## src/rtl/cadss_ic_pkg.sv

```systemverilog
// -----------------------------------------------------------------------------
// cadss_ic_pkg
//   Shared types and default sizing for the CADSS interconnect transfer engine.
//   - DEF_*      : default parameter values used by ic_xfer_scheduler
//   - ch_state_e : per-channel transfer state
//   - xfer_t     : transfer record {brt, addr, src, dest} at the default widths
//                  (the scheduler builds an identically ordered record at its
//                  own parameterised widths)
// -----------------------------------------------------------------------------
package cadss_ic_pkg;

    localparam int unsigned DEF_NUM_PROCS  = 4;
    localparam int unsigned DEF_ADDR_W     = 64;
    localparam int unsigned DEF_BRT_W      = 3;
    localparam int unsigned DEF_FIFO_DEPTH = 8;
    localparam int unsigned DEF_NUM_CH     = 2;
    localparam int unsigned DEF_LATENCY    = 400;
    localparam int unsigned DEF_PROC_W     = (DEF_NUM_PROCS > 1) ? $clog2(DEF_NUM_PROCS) : 1;

    typedef enum logic [1:0] {
        IDLE  = 2'd0,
        COUNT = 2'd1,
        DONE  = 2'd2
    } ch_state_e;

    typedef struct packed {
        logic [DEF_BRT_W-1:0]  brt;
        logic [DEF_ADDR_W-1:0] addr;
        logic [DEF_PROC_W-1:0] src;
        logic [DEF_PROC_W-1:0] dest;
    } xfer_t;

endpackage

```

## src/rtl/ic_xfer_channel.sv

```systemverilog
// -----------------------------------------------------------------------------
// ic_xfer_channel
//   One transfer channel: holds a transfer record, counts LATENCY cycles, then
//   waits in DONE until the completion port retires it.
// Ports
//   clk, rst_l     clock, asynchronous active-low reset
//   load_i         dispatch this cycle (only honoured in IDLE)
//   xfer_i         transfer record to capture on load
//   retire_i       completion handshake for this channel (only honoured in DONE)
//   match_addr_i   address to compare for the same-address hazard check
//   state_o        current state
//   cnt_o          remaining count (meaningful in COUNT, 0 otherwise)
//   xfer_o         stored transfer record
//   match_o        channel busy (COUNT/DONE) with stored addr == match_addr_i
// -----------------------------------------------------------------------------
module ic_xfer_channel
    import cadss_ic_pkg::*;
#(
    parameter int unsigned XFER_W   = 8,
    parameter int unsigned ADDR_W   = 4,
    parameter int unsigned ADDR_LSB = 0,
    parameter int unsigned LATENCY  = 4,
    parameter int unsigned CNT_W    = 3
) (
    input  logic              clk,
    input  logic              rst_l,
    input  logic              load_i,
    input  logic [XFER_W-1:0] xfer_i,
    input  logic              retire_i,
    input  logic [ADDR_W-1:0] match_addr_i,
    output ch_state_e         state_o,
    output logic [CNT_W-1:0]  cnt_o,
    output logic [XFER_W-1:0] xfer_o,
    output logic              match_o
);

    ch_state_e         state_q, state_d;
    logic [CNT_W-1:0]  cnt_q, cnt_d;
    logic [XFER_W-1:0] xfer_q, xfer_d;

    always_ff @(posedge clk or negedge rst_l) begin
        if (!rst_l) begin
            state_q <= IDLE;
            cnt_q   <= '0;
            xfer_q  <= '0;
        end else begin
            state_q <= state_d;
            cnt_q   <= cnt_d;
            xfer_q  <= xfer_d;
        end
    end

    always_comb begin
        state_d = state_q;
        cnt_d   = cnt_q;
        xfer_d  = xfer_q;
        unique case (state_q)
            IDLE: begin
                if (load_i) begin
                    state_d = COUNT;
                    cnt_d   = CNT_W'(LATENCY);
                    xfer_d  = xfer_i;
                end
            end
            COUNT: begin
                // Count reaches 0 as the channel enters DONE, so DONE never
                // contributes a stale count.
                cnt_d = cnt_q - CNT_W'(1);
                if (cnt_q == CNT_W'(1)) begin
                    state_d = DONE;
                end
            end
            DONE: begin
                if (retire_i) begin
                    state_d = IDLE;
                end
            end
            default: begin
                state_d = IDLE;
                cnt_d   = '0;
            end
        endcase
    end

    always_comb begin
        state_o = state_q;
        cnt_o   = cnt_q;
        xfer_o  = xfer_q;
        match_o = (state_q != IDLE) && (xfer_q[ADDR_LSB +: ADDR_W] == match_addr_i);
    end

endmodule

```

## src/rtl/ic_xfer_scheduler.sv

```systemverilog
// -----------------------------------------------------------------------------
// ic_xfer_scheduler
//   Cache-transfer engine for the CADSS bus interconnect. Requests are queued
//   in an in-order FIFO, dispatched (one per cycle) to the lowest free channel
//   unless a busy channel already holds the head's address, counted down for
//   LATENCY cycles, and retired through a round-robin valid/ready port.
// Ports
//   clk, rst_l                 clock, asynchronous active-low reset
//   req_valid/req_ready        request handshake (ready = FIFO not full)
//   req_brt/addr/src/dest      request fields
//   req_err                    1-cycle pulse after a src==dest request
//   cmpl_valid/cmpl_ready      completion handshake
//   cmpl_brt/addr/src/dest     completed transfer fields
//   busy                       FIFO non-empty or any channel active
//   countdown                  minimum remaining count over counting channels
// -----------------------------------------------------------------------------
module ic_xfer_scheduler
    import cadss_ic_pkg::*;
#(
    parameter int unsigned NUM_PROCS  = DEF_NUM_PROCS,
    parameter int unsigned ADDR_W     = DEF_ADDR_W,
    parameter int unsigned BRT_W      = DEF_BRT_W,
    parameter int unsigned FIFO_DEPTH = DEF_FIFO_DEPTH,
    parameter int unsigned NUM_CH     = DEF_NUM_CH,
    parameter int unsigned LATENCY    = DEF_LATENCY,
    localparam int unsigned PROC_W    = (NUM_PROCS > 1) ? $clog2(NUM_PROCS) : 1,
    localparam int unsigned CNT_W     = $clog2(LATENCY + 1)
) (
    input  logic              clk,
    input  logic              rst_l,
    input  logic              req_valid,
    output logic              req_ready,
    input  logic [BRT_W-1:0]  req_brt,
    input  logic [ADDR_W-1:0] req_addr,
    input  logic [PROC_W-1:0] req_src,
    input  logic [PROC_W-1:0] req_dest,
    output logic              req_err,
    output logic              cmpl_valid,
    input  logic              cmpl_ready,
    output logic [BRT_W-1:0]  cmpl_brt,
    output logic [ADDR_W-1:0] cmpl_addr,
    output logic [PROC_W-1:0] cmpl_src,
    output logic [PROC_W-1:0] cmpl_dest,
    output logic              busy,
    output logic [CNT_W-1:0]  countdown
);

    localparam int unsigned PTR_W    = $clog2(FIFO_DEPTH);
    localparam int unsigned CH_W     = (NUM_CH > 1) ? $clog2(NUM_CH) : 1;
    localparam int unsigned XFER_W   = BRT_W + ADDR_W + 2 * PROC_W;
    localparam int unsigned ADDR_LSB = 2 * PROC_W;

    typedef struct packed {
        logic [BRT_W-1:0]  brt;
        logic [ADDR_W-1:0] addr;
        logic [PROC_W-1:0] src;
        logic [PROC_W-1:0] dest;
    } xfer_p_t;

    // ---------------- request FIFO ----------------
    xfer_p_t          fifo_q [FIFO_DEPTH];
    logic [PTR_W-1:0] wr_ptr_q, wr_ptr_d;
    logic [PTR_W-1:0] rd_ptr_q, rd_ptr_d;
    logic [PTR_W:0]   count_q, count_d;
    logic             full_q, full_d;
    logic             err_q, err_d;

    xfer_p_t req_x;
    xfer_p_t head;
    logic    req_hs;
    logic    push;
    logic    pop;

    // ---------------- channels ----------------
    ch_state_e         ch_state [NUM_CH];
    logic [CNT_W-1:0]  ch_cnt   [NUM_CH];
    logic [XFER_W-1:0] ch_xfer  [NUM_CH];
    logic [NUM_CH-1:0] ch_match;
    logic [NUM_CH-1:0] ch_load;
    logic [NUM_CH-1:0] ch_retire;

    logic              idle_found;
    logic [CH_W-1:0]   disp_ch;
    logic              any_active;

    // ---------------- completion arbiter ----------------
    logic [CH_W-1:0]   rr_q, rr_d;
    logic              lock_q, lock_d;
    logic [CH_W-1:0]   lock_gnt_q, lock_gnt_d;
    logic              rr_found;
    logic [CH_W-1:0]   rr_gnt;
    logic [CH_W-1:0]   gnt;
    logic              cmpl_hs;
    xfer_p_t           cmpl_x;

    logic              min_found;
    logic [CNT_W-1:0]  min_cnt;

    // Request side
    always_comb begin
        req_x     = '{brt: req_brt, addr: req_addr, src: req_src, dest: req_dest};
        req_ready = rst_l & ~full_q;
        req_hs    = req_valid & req_ready;
        push      = req_hs & (req_src != req_dest);
        err_d     = req_hs & (req_src == req_dest);
        head      = fifo_q[rd_ptr_q];
    end

    // Lowest-index idle channel, and activity summary
    always_comb begin
        idle_found = 1'b0;
        disp_ch    = '0;
        any_active = 1'b0;
        for (int unsigned i = 0; i < NUM_CH; i++) begin
            if (ch_state[CH_W'(i)] != IDLE) begin
                any_active = 1'b1;
            end else if (!idle_found) begin
                idle_found = 1'b1;
                disp_ch    = CH_W'(i);
            end
        end
    end

    // The head stalls in place while any active channel holds its address.
    assign pop = (count_q != '0) & idle_found & ~(|ch_match);

    always_comb begin
        wr_ptr_d = push ? wr_ptr_q + PTR_W'(1) : wr_ptr_q;
        rd_ptr_d = pop  ? rd_ptr_q + PTR_W'(1) : rd_ptr_q;
        count_d  = count_q + (PTR_W+1)'(push) - (PTR_W+1)'(pop);
        full_d   = (count_d == (PTR_W+1)'(FIFO_DEPTH));
    end

    always_ff @(posedge clk) begin
        if (push) begin
            fifo_q[wr_ptr_q] <= req_x;
        end
    end

    always_ff @(posedge clk or negedge rst_l) begin
        if (!rst_l) begin
            wr_ptr_q   <= '0;
            rd_ptr_q   <= '0;
            count_q    <= '0;
            full_q     <= 1'b0;
            err_q      <= 1'b0;
            rr_q       <= '0;
            lock_q     <= 1'b0;
            lock_gnt_q <= '0;
        end else begin
            wr_ptr_q   <= wr_ptr_d;
            rd_ptr_q   <= rd_ptr_d;
            count_q    <= count_d;
            full_q     <= full_d;
            err_q      <= err_d;
            rr_q       <= rr_d;
            lock_q     <= lock_d;
            lock_gnt_q <= lock_gnt_d;
        end
    end

    for (genvar g = 0; g < NUM_CH; g++) begin : g_ch
        assign ch_load[g]   = pop && (disp_ch == CH_W'(g));
        assign ch_retire[g] = cmpl_hs && (gnt == CH_W'(g));

        ic_xfer_channel #(
            .XFER_W   (XFER_W),
            .ADDR_W   (ADDR_W),
            .ADDR_LSB (ADDR_LSB),
            .LATENCY  (LATENCY),
            .CNT_W    (CNT_W)
        ) u_ch (
            .clk          (clk),
            .rst_l        (rst_l),
            .load_i       (ch_load[g]),
            .xfer_i       (head),
            .retire_i     (ch_retire[g]),
            .match_addr_i (head.addr),
            .state_o      (ch_state[g]),
            .cnt_o        (ch_cnt[g]),
            .xfer_o       (ch_xfer[g]),
            .match_o      (ch_match[g])
        );
    end

    // Round-robin search over DONE channels starting at rr_q
    always_comb begin
        int unsigned idx;
        idx      = 0;
        rr_found = 1'b0;
        rr_gnt   = rr_q;
        for (int unsigned k = 0; k < NUM_CH; k++) begin
            idx = (int'(rr_q) + k) % NUM_CH;
            if (!rr_found && ch_state[CH_W'(idx)] == DONE) begin
                rr_found = 1'b1;
                rr_gnt   = CH_W'(idx);
            end
        end
    end

    // Once presented, a grant is frozen until its handshake: a channel reaching
    // DONE later but earlier in RR order must not steal the port mid-stall.
    always_comb begin
        gnt        = lock_q ? lock_gnt_q : rr_gnt;
        cmpl_valid = lock_q | rr_found;
        cmpl_hs    = cmpl_valid & cmpl_ready;
        lock_d     = cmpl_valid & ~cmpl_ready;
        lock_gnt_d = gnt;
        rr_d       = rr_q;
        if (cmpl_hs) begin
            rr_d = (gnt == CH_W'(NUM_CH - 1)) ? '0 : gnt + CH_W'(1);
        end
        cmpl_x = cmpl_valid ? xfer_p_t'(ch_xfer[gnt]) : '0;
    end

    // Minimum remaining count across COUNT channels
    always_comb begin
        min_found = 1'b0;
        min_cnt   = '0;
        for (int unsigned i = 0; i < NUM_CH; i++) begin
            if (ch_state[CH_W'(i)] == COUNT &&
                (!min_found || ch_cnt[CH_W'(i)] < min_cnt)) begin
                min_found = 1'b1;
                min_cnt   = ch_cnt[CH_W'(i)];
            end
        end
    end

    always_comb begin
        req_err   = err_q;
        cmpl_brt  = cmpl_x.brt;
        cmpl_addr = cmpl_x.addr;
        cmpl_src  = cmpl_x.src;
        cmpl_dest = cmpl_x.dest;
        busy      = (count_q != '0) | any_active;
        countdown = min_cnt;
    end

endmodule

```

## config.mk

```make
export PLATFORM = sky130hd
export DESIGN_NAME = ic_xfer_scheduler
export DESIGN_NICKNAME = d
export VERILOG_FILES = /design/src/rtl/cadss_ic_pkg.sv /design/src/rtl/ic_xfer_channel.sv /design/src/rtl/ic_xfer_scheduler.sv
export SDC_FILE = /design/constraint.sdc
export NUM_CORES = 1
export LEC_CHECK = 0
export CAP_MARGIN = 30
export CORE_UTILIZATION = 50
export DETAILED_ROUTE_END_ITERATION = 16
export PLACE_DENSITY = 0.68
export SYNTH_ARGS = -nofsm -noshare
export SYNTH_HDL_FRONTEND = slang
export SYNTH_SLANG_ARGS = --single-unit
```

## constraint.sdc

```tcl
create_clock -name clk -period 11.2 [get_ports clk]
set_input_delay 2.24 -clock clk [delete_from_list [all_inputs] [get_ports clk]]
set_output_delay 2.24 -clock clk [all_outputs]
set_load 0.05 [all_outputs]
```

== Yosys cells after proc, flatten, opt, wreduce, memory -nomap -nowiden ==
Memory sizes are Yosys's and may differ from the RTL's.
Cells that the tools add are included.
Widths: inputs -> output; s select.
Cells by class
  multiplexer cells: 37
  div/mod/pow operators: 0
  shifts and indexed selects: 0
  reduce and logical (&&, ||, !) cells: 23
  eq/ne operators: 19
  bitwise logic cells: 20
  add/sub/neg operators: 8
  multiply operators: 0
  $lt $le $gt $ge: 4
Operators with widths (number)
  $mux 71: 4
  $eq 64x64->1: 2
  $pmux 9 s3: 2
  $mux 9: 4
  $mux 2: 12
  $eq 9x1->1 const B: 2
  $sub 9x1->9 const B: 2
  $mux 1: 13
  $ne 2x1->1 const B: 6
  $pmux 2 s3: 2
  $lt 9x9->1: 1
  $and 1x1->1: 8
  $eq 2x2->1 const B: 4
  $logic_and 1x1->1: 8
  $reduce_and 2->1: 4
  $not 1->1: 7
  $add 3x1->3 const B: 2
  $ge 2x2->1 const B: 3
  $not 1->2: 3
  $reduce_and 3->1: 2
  $add 4x1->4: 1
  $eq 2x1->1 const B: 2
  $eq 4x4->1 const B: 1
  $logic_not 2->1: 2
  10 further kinds: 14
Word-level totals
  latch bits: 0
  memory bits (read-only): 0
  bits in writable memories: 568
  output and inout port bits: 84
  flip-flop bits (word level): 179
  memories kept: 1
Memories
  fifo_q: depth 8, bits a word 71, read ports 1, clocked after Yosys merged registers in 0, wr ports 1, line ic_xfer_scheduler.sv:61  | xfer_p_t fifo_q [FIFO_DEPTH];

== Logic depth before layout (Yosys ltp) ==
Gate-level depths: netlist of run 1.
  depth after elaboration: 15
  gate-level depth with buffers: 20
  depth with buffers taken out: 15

== Modules after synthesis ==
Synthesis of run 1 repeated with hierarchy kept, for this count alone.
Second synthesis, totals
  cells, all modules: 1887
  area total of the unflattened synthesis: 31644.1 um^2
Modules (own cells, without submodules)
  ic_xfer_scheduler: times used 1, sequential area each 17431.7 um^2, area an instance 23511.3 um^2, cells each 1187
  ic_xfer_channel: times used 2, sequential area each 2052.0 um^2, area an instance 4066.4 um^2, cells each 350

== Least setup slack after synthesis of run 1 ==
OpenSTA, ideal clock, no wires.
  path kind: input -> register
  start point: input port rst_l
  end point: memory fifo_q[2][0] (netlist name) (enable)
  path buffers: 0
  data arrival time: 8.907 ns
  stages: 5
  path slack: 1.691 ns
  library setup time: 0.602 ns
  cell sequence: nor2b_1 > nand2_1 > a21oi_1 > nand2b_1 > nor3b_1
Between the ends
  longest elaborated chain between the ends: 5
Ends and longest elaborated chain
  from (decl): line ic_xfer_scheduler.sv:30  | input logic rst_l,
  $and 1x1->1: line ic_xfer_scheduler.sv:102  | req_ready = rst_l & ~full_q;
  $and 1x1->1: line ic_xfer_scheduler.sv:103  | req_hs = req_valid & req_ready;
  $and 1x1->1: line ic_xfer_scheduler.sv:104  | push = req_hs & (req_src != req_dest);
  $mux 1: line ic_xfer_scheduler.sv:135  | if (push) begin
  $mux 1 (not written as such): line ic_xfer_scheduler.sv:136  | fifo_q[wr_ptr_q] <= req_x;
  to (decl): line ic_xfer_scheduler.sv:61
Every way passes these cells.

== Final worst setup path of run 1 ==
  start point: register g_ch[0].u_ch.state_q[0]
  end point: output port countdown[6]
Between the ends
  longest elaborated chain between the ends: 6
  elaborated cells on any way between the ends: 8
  those cells by class: order compare: 1; eq/ne: 1; mux: 3; reduce/logical: 3
Ends and longest elaborated chain
  from (decl): line ic_xfer_channel.sv:37  | ch_state_e state_q, state_d;
  from (signal assigned): line ic_xfer_channel.sv:47  | state_q <= state_d;
  $eq 2x1->1 (*): line ic_xfer_scheduler.sv:221  | if (ch_state[CH_W'(i)] == COUNT &&
  $mux 9 or $mux 1 (tied branches): line ic_xfer_scheduler.sv:221
  $lt 9x9->1 or $logic_not 1->1 (tied branches): line ic_xfer_scheduler.sv:222  | (!min_found || ch_cnt[CH_W'(i)] < min_cnt)) begin
  $logic_or 1x1->1: line ic_xfer_scheduler.sv:222
  $logic_and 1x1->1: line ic_xfer_scheduler.sv:221
  $mux 9 (*): line ic_xfer_scheduler.sv:221
  to (decl): line ic_xfer_scheduler.sv:45  | output logic [CNT_W-1:0] countdown
Mark *: on every way between the ends. The rest lies on a longest branch, timed or not.

==> results of run 1 <==
[metrics by stage]
stage               instances  cell area [um^2]  utilization  setup WS [ns]
finish                   3094             37320       0.5884          3.572
detailed placement       2950             34750       0.5479          4.345
global placement         2946             34650       0.5463          4.530
floorplan                2013             32250            -          1.691
global route             3093             37320       0.5884          3.356
CTS                      3090             37260       0.5875          3.666
[worst max-delay path, cell delays in order, from the launching register on]
cell,delay [ns]
dfrtp_1,0.69
inv_1,0.26
nor2_1,0.56
nand2_1,0.13
ha_1,0.30
a21o_1,0.15
a21o_1,0.17
a21o_1,0.17
a21o_1,0.18
a21oi_1,0.14
o21ai_0,0.14
o31ai_1,0.82
a22o_1,0.25
clkdlybuf4s50_1,0.81
[cell families after synthesis]
group	after synthesis
adders and majority gates	21
buffers and inverters	148
muxes	372
AOI/OAI and AO/OA	174
and+or+nand+nor	431
DFF	747
xor gates and xnor gates	120
[power breakdown]
part	switching (mW)	internal (mW)	total [mW]
Clock	1.04	1.50	2.54
Sequential	0.446	3.46	3.90
Combinational	3.09	2.05	5.13
Total	4.58	7.00	11.6
[metal layers]
| layer | part of all wire | up-vias |
|---|---|---|
| met5 | 0.00027 | - |
| met3 | 0.073 | 125 |
| met4 | 0.027 | 4 |
| met1 | 0.42 | 9522 |
| li1 | - | 7971 |
| met2 | 0.48 | 679 |
[sequential cells by signal, indices dropped and copies added (netlist names)]
signal and cells:
fifo_q 568, g_ch.u_ch.xfer_o 142, g_ch.u_ch.cnt_o 18, count_q 4
g_ch.u_ch.state_o 4, rd_ptr_q 3, wr_ptr_q 3, full_q 1
lock_gnt_q 1, lock_q 1, req_err 1, rr_q 1
[final timing paths]
kind | startpoint | end | slack, ns | cells past startpoint
max in group asynchronous | rst_l | rd_ptr_q[0] | 8.35 | 4
worst min-delay path | wr_ptr_q[2] | wr_ptr_q[2] | 0.49 | 1
worst min register to register | wr_ptr_q[2] | wr_ptr_q[2] | 0.49 | 1
worst max register to register | rd_ptr_q[2] | g_ch[1].u_ch.xfer_o[38] | 4.87 | 12
min in group asynchronous | rst_l | req_err | 1.44 | 1
worst max-delay path | g_ch[0].u_ch.state_o[0] | countdown[6] | 3.57 | 13
[cells in the final DEF (no fill, tap or decap), types with 15 or more instances in the layout]
master / n
mux2_2: 70
clkdlybuf4s50_1: 157
dfrtp_1: 176
ha_1: 19
clkbuf_16: 78
clkinv_2: 15
edfxtp_1: 568
clkbuf_1: 17
nand2_1: 280
nand2b_1: 17
a21oi_1: 84
nor2_1: 27
xnor2_1: 73
nor4_1: 20
mux4_2: 123
nand4_1: 18
xor2_1: 47
mux2_4: 35
inv_1: 42
mux2_1: 36
buf_4: 31
nand3_1: 16
mux2i_1: 102
[cell type report]
class	instances	area [um^2]	share of cell area
flip-flops and latches	747	21540	0.5773
well taps	846	1059	0.02836
repair buffers	196	1996	0.05347
inverters	45	171.4	0.004593
diodes	2	5.005	0.0001341
multi-input cells	1118	10040	0.2689
clock buffers	100	2085	0.05586
clock inverters	40	424.2	0.01137
==> out/results.ini, run 1 <==
[floorplanning]
ios=159
initial_core_util=0.5085
core_area_um2=63430
die-area_um2=65530
die_w_um=256.0
num_rows=92
die_h_um=256.0

[clock_network]
holdBufCountCts=0
path_clk_slew_ns=0.06
worstSkewPairLatency_ns=0.63
root_buffer=clkbuf_16
clock_path_buffers=3
ctsResizeCount=0
htreeDepth=3
cts_tree=built
numCtsBuffers=76
cts.sinks=747
postCtsSetupBuffers=0

[power]
peakVddDrop_uv=181.4
power_density_nw_per_um2=310.3
cellLeakagePower_nw=13.42
power_mw=11.58

[setup_path]
cp.arrival_ns=5.39
cp.required_ns=8.96
end_kind=primary output
worstPathMaxFanout=14
critical_path_class=register to primary output
startpoint_type=register

[logic_synthesis]
syn_nets=2108
synth-seq-cells=747
synth_compound_area_frac=0.03468
ys_warn_count=0
syn_avg_cell_area_um2=16.02
synth_cells=2013
ys_seq_area_frac=0.6677
synth_top_family_by_area=multiplexers
synth_common_cells=568 x edfxtp_1, 280 x nand2_1, 179 x dfrtp_1
synth-edff-count=568
synthMuxAreaShare=0.1733
synth-adder-area-share=0.008301
synth_xor_xnor_area_share=0.03258
ys_types=67
yosysTopAreaCell=edfxtp_1
yosysMostFrequentCell=edfxtp_1
synthesis.area_um2=32250
synth_ff_type=edfxtp_1
yosys-top-cells-area=edfxtp_1 53%, dfrtp_1 14%, mux4_2 8.6%, nand2_1 3.3%, mux2i_1 3.2%
synth.top_cell.area_share=0.5288
synth_simple_gate_area_share=0.05982
async_reset_ff_frac=0.2396

[timing]
final-hold-violation-count=0
tightest_slew_ns=1.029
rsz0062_at_grt=no
tns_ns=0
slew_headroom=0.3110
fin_hold_ws_ns=0.4902
finalCriticalPeriod_ns=7.628
fmax_mhz=131.1
drv_slew=0
fin_crit_sh=0.6810
finalSetupViolations=0
fin_skew_ns=0.02705

[final_layout]
nets=2279
drive_gt1_frac=0.1848
syn_to_final_growth_pct=15.70
fill_cells=4682

[grt]
grt_pass1_wl_um=120000
grtUsageMet2=0.3987
grt_max_degree=108
use_met1=0.3415
grt_pass1_vias=18520
overflow=0
grtUsageMet3=0.04902
antenna_found_initial=5
grt_busiest_layer=met2
grt_util_all_layers=0.2480

[hold_path]
worstHoldPathType=register to register

[detailed_routing]
wire_per_inst_um=25.93
drt.antenna.violating_nets=0
drt_iter0_drc=1823
firstDrtPassIters=6
vias=18300
drc=0
detail_route.wirelength_um=80230
vias_per_cell=5.915

[flow_run]
drv_cap=0

[place]
dp_hpwl_um=49680
place_congestion=0.8797
port_buffers=158

[run_status]
outcome=finished clean

Power figures use the tool's default switching activity.
==> inputs of run 2 (changes only) <==
PLACE_DENSITY = 0.71   (was 0.68)
clock period = 6.3 ns   (was 11.2 ns; I/O delays follow)
==> run 2 against run 1 <==
- clock-buffer cell count up 7
- critical path type unchanged
- worst hold slack better by 0.0056 ns
- clock power up 73%
- critical endpoint is now countdown[0]
- highest routed layer unchanged
- power up 77%
- first-iteration DRC count down 2.1%
==> out/results.ini, run 2 (synthesis gave the netlist of run 1 again) <==
[setup_path]
startpoint_type=register
cpPeakStageDelay_ns=0.80  ; -0.02 ns
cp.required_ns=5.04  ; -3.92 ns
cp.arrival_ns=4.74  ; -0.65 ns
end_kind=primary output
worstPathMaxFanout=14  ; unchanged
critical_path_class=register to primary output
crit_top_cell=a21o_1
crit_chain=inv_1 > nor2_2 > nand2_1 > ha_1 > a21o_1 > a21o_1 > a21o_1 > a21o_1 > a21oi_1 > o21ai_0 > o31ai_1 > buf_4 > a22o_1 > clkdlybuf4s50_1
critPathSlowestCell=clkdlybuf4s50_1

[timing]
slew_headroom=0.3603  ; +0.04931
final-hold-violation-count=0  ; unchanged
fin_hold_ws_ns=0.4958  ; +0.005557 ns
fin_skew_ns=0.01456  ; -0.01249 ns
fin_ws_ns=0.2986  ; -3.274 ns
finalSetupViolations=0  ; unchanged
rsz0062_at_grt=no
finalCriticalPeriod_ns=6.001
fmax_mhz=166.6
tightest_slew_ns=0.9595  ; -0.06930 ns
fin_crit_sh=0.9526
drv_slew=0  ; unchanged

[final_layout]
nets=2296  ; +0.75%
layout_common_cells=568 x edfxtp_1, 280 x nand2_1, 176 x dfrtp_1
finish.utilization=0.5905  ; +0.002110
regMostFlops=fifo_q
fill_cells=4589  ; -2.0%
final_common_cell=edfxtp_1
syn_to_final_growth_pct=16.12
drive_gt1_frac=0.1835  ; -0.001226
largest_reg_flops=568  ; unchanged

[power]
cellLeakagePower_nw=13.48  ; +0.42%
power_density_nw_per_um2=548.7  ; +77%
peakVddDrop_uv=345.2  ; +90%
power_mw=20.55  ; +77%

[place]
place_congestion=0.9045  ; +2.8%
port_buffers=158  ; unchanged
dp_hpwl_um=49770  ; +0.19%
post-place-ws_ns=0.8602  ; -3.485 ns

[detailed_routing]
detail_route.wirelength_um=80240  ; about the same
firstDrtPassIters=6  ; unchanged
vias_per_cell=5.915  ; about the same
drt.antenna.violating_nets=0  ; unchanged
wire_per_inst_um=25.80  ; -0.49%
drt_iter0_drc=1785  ; -2.1%
vias=18400  ; +0.51%
drc=0  ; unchanged

[clock_network]
cts.sinks=747  ; unchanged
postCtsSetupBuffers=0  ; unchanged
numCtsBuffers=77  ; +1.3%
clock_path_buffers=3  ; unchanged
path_clk_slew_ns=0.06  ; about the same
htreeDepth=3  ; unchanged
holdBufCountCts=0  ; unchanged
cts_tree=built
worstSkewPairLatency_ns=0.62  ; about the same
root_buffer=clkbuf_16

[grt]
grt_pass1_wl_um=120000  ; about the same
grt_pass1_vias=18570  ; +0.28%
grt_max_degree=71  ; -34%
grt_util_all_layers=0.2476  ; -0.0003810
overflow=0  ; unchanged
antenna_found_initial=4  ; -1

[floorplanning]
die_w_um=256.0  ; unchanged
core_area_um2=63430  ; unchanged
ios=159  ; unchanged
die-area_um2=65530  ; unchanged
initial_core_util=0.5085  ; unchanged
num_rows=92  ; unchanged
die_h_um=256.0  ; unchanged

[flow_run]
drv_cap=0  ; unchanged

[run_status]
outcome=finished clean

[hold_path]
worstHoldPathType=register to register

## run 2: area by class of cell
type	instances	area (um^2)	share of cell area
antenna	3	7.507	0.0002004
tap	846	1059	0.02826
multi-input combinational	1118	10050	0.2682
clock inverter	32	300.3	0.008018
inverter	45	171.4	0.004577
sequential	747	21540	0.5752
timing repair buffer	212	2223	0.05936
clock buffer	107	2102	0.05612
## run 2: worst paths after layout
check | start | endpoint | cells after the start | slack, ns
max in group asynchronous | rst_l | g_ch[0].u_ch.xfer_o[46] | 2 | 4.54
worst max-delay path | g_ch[0].u_ch.state_o[0] | countdown[0] | 14 | 0.30
worst min-delay path | g_ch[1].u_ch.xfer_o[1] | g_ch[1].u_ch.xfer_o[1] | 1 | 0.50
worst min register to register | g_ch[1].u_ch.xfer_o[1] | g_ch[1].u_ch.xfer_o[1] | 1 | 0.50
worst max register to register | rd_ptr_q[1] | full_q | 14 | 0.79
min in group asynchronous | rst_l | req_err | 1 | 0.60
## run 2: metal layers
metal / up-vias / part of all wire / global-route usage
li1: 8006 / - / -
met1: 9510 / 0.42 / 0.3474
met2: 754 / 0.48 / 0.3905
met3: 121 / 0.081 / 0.05140
met4: 4 / 0.023 / 0.07685
met5: - / 0.00030 / 0
## run 2: timing repair
action / 4_1_cts / 5_1_grt
setup endpoints to repair: 0 / 9
endpoints found under the hold margin: 0 / 0
resized for setup: 0 / 1
## run 2: critical path: cells and delay by family, from the launching register on
family | cells | cell delay [ns]
fa+ha+maj | 1 | 0.28
flops | 1 | 0.71
compound gates | 8 | 1.34
buf+inv | 3 | 1.29
simple gates | 2 | 0.49
## run 2: where the power goes
| group | internal, mW | switching (mW) |
|---|---|---|
| Combinational | 3.74 | 5.44 |
| Sequential | 6.15 | 0.823 |
| Clock | 2.57 | 1.82 |
## run 2: stage by stage
step,cells,setup TNS [ns],cell area [um^2]
after floorplan,2013,-573.52,32260
after global placement,2966,0,34990
after detailed placement,2966,0,34990
after CTS,3105,0,37400
after global routing,3109,0,37450
final,3110,0,37450
